File: src/rtl/jtframe_scroll_tilemap.sv
`default_nettype none
// ============================================================================
// Module  : jtframe_scroll_tilemap
// Brief   : Scrollable tile map pixel generator. Combines the video counters
//           with per-line scroll to address tile VRAM, requests tile graphics
//           from the ROM slot once per 8-pixel group and serialises the
//           planar data into {palette, colour index} pixels.
// Revision: 1.0 - initial release
// ============================================================================
module jtframe_scroll_tilemap #(
  parameter int SIZE      = 8,
  parameter int BPP       = 4,
  parameter int CW        = 12,
  parameter int PW        = 8,
  parameter int MAP_HW    = 9,
  parameter int MAP_VW    = 9,
  parameter int VA        = MAP_HW + MAP_VW - 2 * ((SIZE == 16) ? 4 : 3),
  parameter int VR        = CW + ((SIZE == 16) ? 4 : 3) + ((SIZE == 16) ? 1 : 0),
  parameter bit XOR_HFLIP = 1'b0,
  parameter bit XOR_VFLIP = 1'b0
) (
  input  logic                rst,
  input  logic                clk,
  input  logic                pxl_cen,
  input  logic [MAP_HW-1:0]   hdump,
  input  logic [MAP_VW-1:0]   vdump,
  input  logic                blankn,
  input  logic                flip,
  input  logic [MAP_HW-1:0]   hscr,
  input  logic [MAP_VW-1:0]   vscr,
  output logic [VA-1:0]       vram_addr,
  input  logic [CW-1:0]       code,
  input  logic [PW-BPP-1:0]   pal,
  input  logic                hflip,
  input  logic                vflip,
  output logic [VR-1:0]       rom_addr,
  output logic                rom_cs,
  input  logic                rom_ok,
  input  logic [8*BPP-1:0]    rom_data,
  output logic                miss,
  output logic [PW-1:0]       pxl
);

  localparam int VW   = (SIZE == 16) ? 4 : 3;
  localparam int DW   = 8 * BPP;
  localparam int PALW = PW - BPP;

  logic [MAP_HW-1:0] hscr_l;
  logic [MAP_VW-1:0] vscr_l;
  logic [MAP_HW-1:0] hscr_cur;
  logic [MAP_VW-1:0] vscr_cur;
  logic [MAP_HW-1:0] heff;
  logic [MAP_VW-1:0] veff;
  logic              scr_latch;
  logic              boundary;
  logic              hf_eff;
  logic              vf_eff;
  logic [VR-1:0]     addr_nx;

  logic [PALW-1:0]   nx_pal;
  logic [PALW-1:0]   cur_pal;
  logic              nx_hf;
  logic              cur_hf;
  logic [DW-1:0]     shift;
  logic [DW-1:0]     shift_nx;
  logic [BPP-1:0]    index;

  // Scroll is sampled at the start of each line; when that coincides with a
  // group boundary, the freshly presented scroll must already steer the fetch,
  // so the coordinates are built from the next-value of the latches.
  assign scr_latch = pxl_cen && (hdump == '0);
  assign hscr_cur  = scr_latch ? hscr : hscr_l;
  assign vscr_cur  = scr_latch ? vscr : vscr_l;
  assign heff      = hdump + hscr_cur;
  assign veff      = vdump + vscr_cur;
  assign vram_addr = {veff[MAP_VW-1:VW], heff[MAP_HW-1:VW]};
  assign boundary  = pxl_cen && (heff[2:0] == 3'd0);

  assign hf_eff = XOR_HFLIP ? (hflip ^ flip) : hflip;
  assign vf_eff = XOR_VFLIP ? (vflip ^ flip) : vflip;

  // 16x16 tiles are fetched as two 8-pixel halves; the half select follows
  // the horizontal flip so a flipped tile fetches its right half first.
  generate
    if (SIZE == 16) begin : g_half
      assign addr_nx = {code, heff[3] ^ hf_eff, veff[VW-1:0] ^ {VW{vf_eff}}};
    end else begin : g_full
      assign addr_nx = {code, veff[VW-1:0] ^ {VW{vf_eff}}};
    end
  endgenerate

  // Per-plane shift: each byte moves independently so planes never mix.
  always_comb begin
    shift_nx = shift;
    for (int n = 0; n < BPP; n++) begin
      if (cur_hf) shift_nx[8*n +: 8] = {1'b0, shift[8*n+1 +: 7]};
      else        shift_nx[8*n +: 8] = {shift[8*n +: 7], 1'b0};
    end
  end

  // Colour index taken from the leading edge of every plane byte.
  always_comb begin
    index = '0;
    for (int n = 0; n < BPP; n++) begin
      index[n] = cur_hf ? shift[8*n] : shift[8*n+7];
    end
  end

  // Line-start scroll latches.
  always_ff @(posedge clk or posedge rst) begin
    if (rst) begin
      hscr_l <= '0;
      vscr_l <= '0;
    end else if (scr_latch) begin
      hscr_l <= hscr;
      vscr_l <= vscr;
    end
  end

  // Group fetch: issue the next ROM request and pipeline the tile attributes
  // one group behind so they line up with the data being serialised.
  always_ff @(posedge clk or posedge rst) begin
    if (rst) begin
      rom_cs   <= 1'b0;
      rom_addr <= '0;
      nx_pal   <= '0;
      nx_hf    <= 1'b0;
      cur_pal  <= '0;
      cur_hf   <= 1'b0;
    end else if (boundary) begin
      rom_cs   <= blankn;
      rom_addr <= addr_nx;
      nx_pal   <= pal;
      nx_hf    <= hf_eff;
      cur_pal  <= nx_pal;
      cur_hf   <= nx_hf;
    end
  end

  // Pixel shifter: load the previous request's data at a boundary (zeros and
  // a miss pulse when the ROM was late), otherwise shift one pixel.
  always_ff @(posedge clk or posedge rst) begin
    if (rst) begin
      shift <= '0;
      miss  <= 1'b0;
    end else begin
      miss <= 1'b0;
      if (boundary && rom_cs) begin
        if (rom_ok) begin
          shift <= rom_data;
        end else begin
          shift <= '0;
          miss  <= 1'b1;
        end
      end else if (pxl_cen) begin
        shift <= shift_nx;
      end
    end
  end

  // Output register towards the colour mixer.
  always_ff @(posedge clk or posedge rst) begin
    if (rst) pxl <= '0;
    else     pxl <= {cur_pal, index};
  end

endmodule
`default_nettype wire

File: config.mk
export PLATFORM = sky130hd
export DESIGN_NAME = jtframe_scroll_tilemap
export DESIGN_NICKNAME = d
export VERILOG_FILES = /design/src/rtl/jtframe_scroll_tilemap.sv
export SDC_FILE = /design/constraint.sdc
export NUM_CORES = 1
export LEC_CHECK = 0
export ABC_AREA = 1
export CORE_MARGIN = 2
export CORE_UTILIZATION = 25
export CTS_CLUSTER_SIZE = 12
export DETAILED_ROUTE_END_ITERATION = 10
export HOLD_SLACK_MARGIN = 0.02
export PLACE_DENSITY = 0.46
export SETUP_SLACK_MARGIN = 0.5
export SLEW_MARGIN = 20
export SYNTH_ARGS = -nofsm -noshare
export SYNTH_HDL_FRONTEND = slang
export SYNTH_SLANG_ARGS = --single-unit
File: constraint.sdc
create_clock -name clk -period 4.1 [get_ports clk]
set_clock_uncertainty 0.15 [all_clocks]
set_input_delay 0.82 -clock clk [delete_from_list [all_inputs] [get_ports clk]]
set_output_delay 0.82 -clock clk [all_outputs]
set_load 0.02 [all_outputs]
==> key figures <==
Clocking
  – Number of CTS-inserted buffers: 9
  – Reg clk slew, reported paths: 0.07 ns
  – Clock latency on the worst-skew pair: around 0.34 ns
  – Htree depth: 3
  – Hold buffer count at cts: 0
  – Clk buf depth: 2
  – Root Driver: clkbuf_16
  – CTS tree: yes
  – Clk sink count: 85

Setup path
  – Crit Path Max Fanout: 8
  – FF-to-FF setup slack: 1.68 ns
  – Crit path capture: vram_addr[5]
  – FF-to-FF path depth: 12
  – Data arrival, critical path: 2.89 ns
  – Worst setup path category: in2out
  – Worst R2R End: shift[14]
  – Crit-path slowest cell: mux2_2
  – Worst setup EP type: output port
  – Critical Path RT: 3.13 ns
  – Crit path cell chain: buf_6 > nor2_4 > nand2_2 > nor2_4 > nand2_8 > buf_4 > mux2_2 > ha_4 > buf_4 > nand2_1 > nor2_2 > nand2_1 > nand2b_1 > nand3_1 > nand2_1 > buf_4
  – Startpoint types: input port
  – Worst path max stage delay: 0.30 ns
  – Crit path launch: hdump[7]
  – Worst r2r src: hscr_l[0]

Yosys
  – Cell types with the highest counts after synthesis: nand2_1 (270), dfrtp_1 (85), nand3_1 (53)
  – Top FF cell, synth: dfrtp_1
  – Seq/Total Area, Yosys: 43.9%
  – Async set-or-reset flop fraction in the synthesized netlist: 100%
  – Mapped Cells: ~600
  – Yosys warnings: 0
  – Count leader, synth: nand2_1
  – Syn nets: 708
  – Yosys cell types: 31
  – Share of the synthesized area in the top cell type: a little over two fifths
  – Post-synth EDFFs: 0
  – Post-synth top area cell: dfrtp_1
  – #FFs+latches synth: 85
  – Post-Syn Area: 4840 sq um
  – Syn_area_per_cell: slightly above 8 sq um
  – Synth area leaders: dfrtp_1 (44%), nand2_1 (21%), mux2_2 (5.8%)

Placement
  – IO buf count: 127
  – Final GP Congestion: 0.837
  – Placed instance count: 1,003
  – Post-DP HPWL: ~9.8 mm
  – Pre-CTS WS: -0.676 ns
  – Area after DPL: 6790 sq um

STA
  – Final slew viol count: 0
  – Worst setup margin: ~0.24 ns
  – Final setup vio count: 0
  – Slew HR: roughly 43%
  – RSZ-0062 raised after global routing: true
  – Fmax: 259 MHz
  – Crit path time final: 3.86 ns
  – Worst-Margin Slew: 0.853 ns
  – Tcrit/Tclk final: 94.2%
  – Final hold violations: 0

Layout
  – Final Core Density: 40.4%
  – Fin nets: between 800 and 900
  – Diodes inserted: 0
  – Layout Cells excl Fill: 1,035
  – Area grow syn2layout: 57.1%
  – Layout cells sized above 1: 26.3%
  – Finished Cell Area: 7600 sq um

Routing
  – Routed Antenna Nets: 0
  – Vias: 4,428
  – DR vias/cell: 4.28
  – Final WL: ~14 mm
  – Post-route DRC: 0
  – DRT iter0 DRCs: 243
  – First-pass DRT Iterations: 4
  – Per-cell routed wire length: 13.6 um

Flow run
  – Max cap viols: 0

GRT
  – Vias in the first global route: 4,635
  – Grt total ovfl: 0
  – Largest net degree at the start of global routing: 39
  – Tot GR Track Use: approximately 14%
  – Initial antenna violation count: 1
  – Global-route wire length before repair: 22.7 mm

Power
  – Overall power: 2.61 mW
  – P_leak: 3.77 nW
  – Peak supply drop: 0.190 mV
  – PD cells: 343 nW/um^2

Floorplan
  – # IOs: 129
  – Die height: 143 um
  – Die ar.: ~20,000 sq um
  – Core area: 18,800 sq um
  – Initial Utilization: 25.7%
  – Die width: 143 um
  – Row count: 50

Outcome
  – Status: finished, final reports clean

Hold path
  – Worst hold path type: reg2reg
## final cells by class
type,count,area (sq um)
clock buffers,10,239
clock inverters,6,68.8
fillers,1885,11200
inverters,35,138
multi-input cells,450,2910
flip-flops and latches,85,2130
well taps,260,325
repair buffers,189,1790
## layer usage
metal  wire length [um]  vias to the layer above  GRT usage (%)
li1                   -                     2242              -
met1               6400                     2062           18.1
met2               6460                      109           22.2
met3               1030                       13           4.76
met4                131                        2           3.91
met5                 13                        -              0
## state kept, by name, summed over array words and instances (netlist names)
signal / cells
nx_hf: 1
cur_hf: 1
cur_pal: 4
nx_pal: 4
shift: 32
hscr_l: 9
miss: 1
vscr_l: 9
rom_cs: 1
pxl: 8
rom_addr: 15
## worst min-delay path by stage
| stage | from | slack [ns] | endpoint | depth (start not counted) |
|---|---|---|---|---|
| 3_5_place_dp | cur_pal[2] | 0.22 | pxl[6] | 0 |
| 6_report | cur_pal[2] | 0.23 | pxl[6] | 0 |
| 4_1_cts | cur_pal[2] | 0.23 | pxl[6] | 0 |
| 3_3_place_gp | cur_pal[3] | 0.21 | pxl[7] | 0 |
| 2_1_floorplan | cur_pal[0] | 0.20 | pxl[4] | 0 |
| 5_1_grt | cur_pal[3] | 0.25 | pxl[7] | 0 |
## critical path, delay by kind of cell
family	cells	cell delay, ns
simple gates	10	0.99
buf+inv	4	0.52
mux	1	0.30
fa+ha+maj	1	0.28
## cell families after synthesis
logic type               Yosys count  share of synthesized area [%]
multiplexers                      37                           8.92
AND/OR/NAND/NOR                  347                           29.3
flip-flops                        85                           43.9
XOR/XNOR                          13                           2.35
adder cells (fa/ha/maj)           18                           4.96
buffers and inverters             63                           6.46
AO/OA/AOI/OAI                     35                           4.11
## through the flow
step / hold slack [ns] / setup TNS [ns]
after floorplan: 0.204 / 0
after global placement: 0.214 / -7.32
after detailed placement: 0.217 / -7.34
after CTS: 0.234 / 0
after global routing: 0.247 / 0
final: 0.229 / 0
## power by group
part	internal (mW)	switching (mW)	total, mW
clock	0.495	0.363	0.858
combinational	0.362	0.343	0.706
sequential	0.963	0.0852	1.05
## what timing repair did
action                     CTS  global route
gates resized for setup    157            31
setup endpoints to repair   13            12
setup buffers               14             2
pin swaps                   35            28
hold endpoints to repair     0             0
## cells in the final DEF, fill, tap and decap left out, drive strengths merged, types with 5 or more instances in the layout
cell           netlist  layout
clkbuf               7      10
a31oi                5       5
xnor2                6       6
buf                 21      83
ha                  16      16
a21oi               11      11
mux2i                6       6
clkdlybuf4s50        0     105
inv                 35      37
nand2              273     273
nor2                18      18
mux2                31      31
o21ai               12      12
xor2                 7       7
dfrtp               85      85
nand3               53      53
Power figures use the tool's default switching activity.
==> patch 1, RTL diff (config.mk and constraints unchanged) <==
Set the parameter `CW` to 13 (it was 12).
--- a/src/rtl/jtframe_scroll_tilemap.sv
+++ b/src/rtl/jtframe_scroll_tilemap.sv
@@ -10,7 +10,7 @@
 module jtframe_scroll_tilemap #(
   parameter int SIZE      = 8,
   parameter int BPP       = 4,
-  parameter int CW        = 12,
+  parameter int CW        = 13,
   parameter int PW        = 8,
   parameter int MAP_HW    = 9,
   parameter int MAP_VW    = 9,
Ports: changed (resized code and rom_addr); port bits go from 129 to 131. The function was not compared with the original's and may differ.
==> patch 1 against the unedited design <==
- first-iteration DRC count shrank 22%
- non-clock buffer count increased by 6
- sequential cell count increased by 1
- setup slack lost 0.048 ns
- cell area rose by 1.0%
- routed wire length decreased by 2.6%
- clock power is 12% higher
- sequential share of layout area is essentially flat
- power grew 4.6%
- fmax decreased by 1.2%
- area after synthesis is 0.52% higher
- critical path type unchanged
- critical endpoint is now vram_addr[9]
- largest power group unchanged
- highest routed layer is now met4
==> patch 1: results (changes against the unedited design) <==
[pwr]
ir_worst_vdd_mv=0.194  ; +2.1%
total_leakage_power_nw=3.83  ; +1.7%

[detailed_routing]
drtIter0Drc=189  ; -22%
routed_via_density=4.24  ; -0.92%

[global_route]
antenna_found_initial=0  ; -1
grt.total_usage_pct=13.8  ; -0.25 points
grt_pass1_vias=4565  ; -1.5%
grt_max_degree=46  ; +18%
grt_pass1_wl_um=22500  ; -0.91%

[cells_and_area]
buffer_area_share_pct=24.2  ; +0.64 points
non_clock_buffer_count=195  ; +3.2%
nNonClkInverters=36  ; +2.9%
layout.nets=895  ; +1.7%
multi_input_cells=456  ; +1.3%
fin_area_um2=7680  ; +1.0%
seqCellArea_um2=2150  ; +1.2%
fillers=1967  ; +4.4%
multi_input_area_share_pct=37.1  ; -1.2 points
clkCellAreaFrac_pct=4.51  ; +0.46 points
top_regs=shift x32, rom_addr x16
drive_above_1_share_pct=25.5  ; -0.85 points

[yosys]
yosysSeqAreaShare_pct=44.2  ; +0.29 points
synth_commonest_cells=nand2_1 (273), dfrtp_1 (86), nand3_1 (53)
ys_seq_elements=86  ; +1.2%
synth_nets=716  ; +1.1%
synthTopCellsByArea=dfrtp_1 (44%), nand2_1 (21%), mux2_2 (5.6%)

[timing]
worst_pin_slew_ns=0.873  ; +0.0195 ns

[floorplanning]
dieArea_um2=20600  ; +0.50%

[placed_design]
port_buffers=129  ; +1.6%
hpwl_um=9510  ; -2.9%
gp_congestion=0.811  ; -3.2%
dpl-instance-area_um2=6930  ; +2.1%

[run_status]
status=finished, final reports clean

[setup_path]
crit_slowest_cell=fa_2
cp_max_fo=5  ; -3
cp.arrival_ns=2.94  ; +0.05 ns

[clock_network]
root_buffer=clkbuf_16

[patch 1: cell count changes in the layout (fill, tap and decap cells not counted), sizes merged, moves of 2 or more]
cell,unedited run,this run
nand2,273,278
clkdlybuf4s50,105,107
bufinv,1,3
buf,83,86
[patch 1: metrics by stage]
step | worst slack [ns] | std cells
floorplan | 0.428 | 605
global placement | -0.697 | 1024
detailed placement | -0.692 | 1024
CTS | 0.220 | 1051
global route | 0.102 | 1054
finish | 0.191 | 1054
[patch 1: power breakdown]
part	leakage [nW]	total, mW	switching [mW]	internal (mW)
Clock	0.164	0.962	0.364	0.599
Sequential	1.14	1.05	0.0748	0.975
Combinational	2.53	0.719	0.357	0.362
[patch 1: path summary, 6_finish.rpt]
kind,start,slack [ns],to,depth (start not counted)
max,hdump[7],0.19,vram_addr[9],13
min,cur_pal[3],0.23,pxl[7],0
max reg2reg,hscr_l[0],1.70,shift[9],13
min reg2reg,cur_pal[3],0.23,pxl[7],0
max in group asynchronous,rst,2.29,cur_pal[3],3
min in group asynchronous,rst,0.81,hscr_l[4],2
[patch 1: metal layers]
metal	vias up	GRT usage, %	part of all wire, %
met5	-	0	0
met4	0	4.02	1.2
met3	11	3.60	6.9
met2	112	22.3	46
met1	2069	18.1	46
li1	2276	-	-
[patch 1: what timing repair did]
item,4_1_cts,5_1_grt
gates cloned,1,0
resized for setup,146,26
setup buffers,10,3
pin swaps,30,28
setup endpoints to repair,21,12
[patch 1: cell families after synthesis]
group	count (synthesis)	share of synthesized area [%]
muxes	35	8.43
AOI/OAI and AO/OA	37	4.29
adders and majority gates	18	4.94
xor gates and xnor gates	13	2.34
and+or+nand+nor	352	29.5
DFF	86	44.2
buffers and inverters	64	6.22
==> patch 2, RTL diff (config.mk and constraints unchanged) <==
Without the edit above. Make the reset (`rst`) synchronous in 4 clocked blocks.
--- a/src/rtl/jtframe_scroll_tilemap.sv
+++ b/src/rtl/jtframe_scroll_tilemap.sv
@@ -107,7 +107,7 @@
   end
 
   // Line-start scroll latches.
-  always_ff @(posedge clk or posedge rst) begin
+  always_ff @(posedge clk) begin
     if (rst) begin
       hscr_l <= '0;
       vscr_l <= '0;
@@ -119,7 +119,7 @@
 
   // Group fetch: issue the next ROM request and pipeline the tile attributes
   // one group behind so they line up with the data being serialised.
-  always_ff @(posedge clk or posedge rst) begin
+  always_ff @(posedge clk) begin
     if (rst) begin
       rom_cs   <= 1'b0;
       rom_addr <= '0;
@@ -139,7 +139,7 @@
 
   // Pixel shifter: load the previous request's data at a boundary (zeros and
   // a miss pulse when the ROM was late), otherwise shift one pixel.
-  always_ff @(posedge clk or posedge rst) begin
+  always_ff @(posedge clk) begin
     if (rst) begin
       shift <= '0;
       miss  <= 1'b0;
@@ -159,7 +159,7 @@
   end
 
   // Output register towards the colour mixer.
-  always_ff @(posedge clk or posedge rst) begin
+  always_ff @(posedge clk) begin
     if (rst) pxl <= '0;
     else     pxl <= {cur_pal, index};
   end
Check against the original RTL: differs if rst is asserted again (counterexample within 4 cycles, from zero or initial values and one cycle with rst high); with rst held inactive, the same outputs for 10 cycles.
==> patch 2 against the unedited design <==
- sequential power decreased by 17%
- area after synthesis decreased by 0.80%
- sequential cell count unchanged
- cell area increased by 4.6%
- setup slack improved by 0.0027 ns
- global-route usage increased by 1.0 points
- die area decreased by 0.78%
- power decreased by 19%
- via count increased by 19%
- routed wire length increased by 8.8%
- sequential share of layout area decreased by 6.6 points
- critical path type unchanged
- largest cell class unchanged
- highest routed layer is now met4
==> patch 2: results (changes against the unedited design) <==
[global_route]
grt_max_degree=59  ; +51%
grt_pass1_wl_um=24200  ; +6.7%
antenna_found_initial=0  ; -1
grt_pass1_vias=4966  ; +7.1%
grt.total_usage_pct=15.0  ; +1.0 points

[placed_design]
hpwl_um=10200  ; +3.7%
gp_congestion=0.783  ; -6.5%
dp_cells=1134  ; +13%
place_ws_ns=-0.730  ; -0.0541 ns

[cells_and_area]
final_cells=1190  ; +15%
fillers=2028  ; +7.6%
drive_above_1_share_pct=23.6  ; -2.7 points

[yosys]
synthCells=743  ; +24%
synth_nets=853  ; +20%
synthTopCellsByArea=dfxtp_1 (35%), nand2_1 (12%), nor2_1 (8.4%)
synth_commonest_cells=nand2_1 (152), nor2_1 (108), inv_1 (105)
async_reset_ff_share_pct=0  ; -100 points
ys.flop_type=dfxtp_1
yosysSeqAreaShare_pct=35.4  ; -8.5 points

[run_status]
status=finished, final reports clean

[detailed_routing]
wire_per_inst_um=12.8  ; -5.3%
met1_length_um=7270  ; +14%
wl_met3_um=584  ; -43%
topRoutingLayerUsed=met4
drtIter0Drc=174  ; -28%

[pwr]
total_leakage_power_nw=3.63  ; -3.7%

[setup_path]
reg2reg_from=hscr_l[0]
crit_slowest_cell=ha_1
r2r_cells=13  ; +1
r2r_slack_ns=1.70  ; +0.02 ns

[timing]
setup_slack_ns=0.242  ; +0.00271 ns
worst_pin_slew_ns=0.946  ; +0.0922 ns

## patch 2: cell types whose count changed after synthesis, moves of 10 or more
cell	unedited run	this run
o21ai_1	2	23
clkbuf_1	7	27
o21ai_0	10	58
mux2_2	25	0
nand2_1	270	152
nor2_1	15	108
dfrtp_1	85	0
a211oi_1	0	15
a21oi_1	11	62
inv_1	32	105
nand3_1	53	43
dfxtp_1	0	85
## patch 2: how the worst min path moves through the flow
stage | to | cells past startpoint | slack [ns] | startpoint
detailed placement | pxl[4] | 2 | 0.27 | cur_pal[0]
CTS | pxl[4] | 2 | 0.28 | cur_pal[0]
global route | pxl[6] | 2 | 0.31 | cur_pal[2]
finish | pxl[6] | 2 | 0.28 | cur_pal[2]
floorplan | pxl[4] | 2 | 0.26 | cur_pal[0]
global placement | pxl[6] | 2 | 0.27 | cur_pal[2]
## patch 2: critical path, delay by kind of cell
family                     cells  cell delay, ns
AOI/OAI and AO/OA              1            0.07
adders and majority gates      1            0.35
buffers and inverters          6            0.66
and+or+nand+nor                9            0.98
## patch 2: where the power goes
| group | leakage (nW) | internal [mW] | switching, mW |
|---|---|---|---|
| clock network | 0.152 | 0.483 | 0.381 |
| logic | 2.78 | 0.202 | 0.184 |
| registers | 0.694 | 0.858 | 0.0167 |
## patch 2: layer usage
layer | vias up | GRT usage (%)
met5 | - | 0
met4 | 0 | 5.00
met3 | 21 | 2.69
met2 | 86 | 25.4
met1 | 2371 | 19.3
li1 | 2771 | -
## patch 2: through the flow
stage / area, um^2 / TNS [ns] / util (%)
3_5_place_dp: 6820 / -7.76 / 36.4
6_report: 7960 / 0 / 42.4
4_1_cts: 7680 / 0 / 40.9
2_1_floorplan: 4900 / 0 / -
5_1_grt: 7960 / 0 / 42.4
3_3_place_gp: 6820 / -7.56 / 36.4
## patch 2: logic make-up (layout without fill, tap and decap cells)
| group | after synthesis | count (layout) | share of synthesized area (%) |
|---|---|---|---|
| and+or+nand+nor | 308 | 308 | 25.4 |
| xor gates and xnor gates | 13 | 13 | 2.37 |
| adders and majority gates | 18 | 18 | 5.00 |
| buffers and inverters | 149 | 362 | 12.8 |
| AOI/OAI and AO/OA | 170 | 170 | 19.0 |
| DFF | 85 | 85 | 35.4 |
## patch 2: final cells by class
class | instances | area share, %
flip-flops and latches | 85 | 21.4
clock inverters | 7 | 1.02
inverters | 107 | 5.13
well taps | 234 | 3.68
clock buffers | 9 | 2.83
multi-input cells | 509 | 36.9
repair buffers | 239 | 29.0
## patch 2: repair_timing
| item | in CTS | in global routing |
|---|---|---|
| endpoints found under the hold margin | 0 | 0 |
| setup buffers | 28 | 8 |
| pin swaps | 46 | 39 |
| gates cloned | 3 | 1 |
| endpoints found under the setup margin | 63 | 12 |
| hold buffers | 0 | 0 |
| gates resized for setup | 177 | 41 |
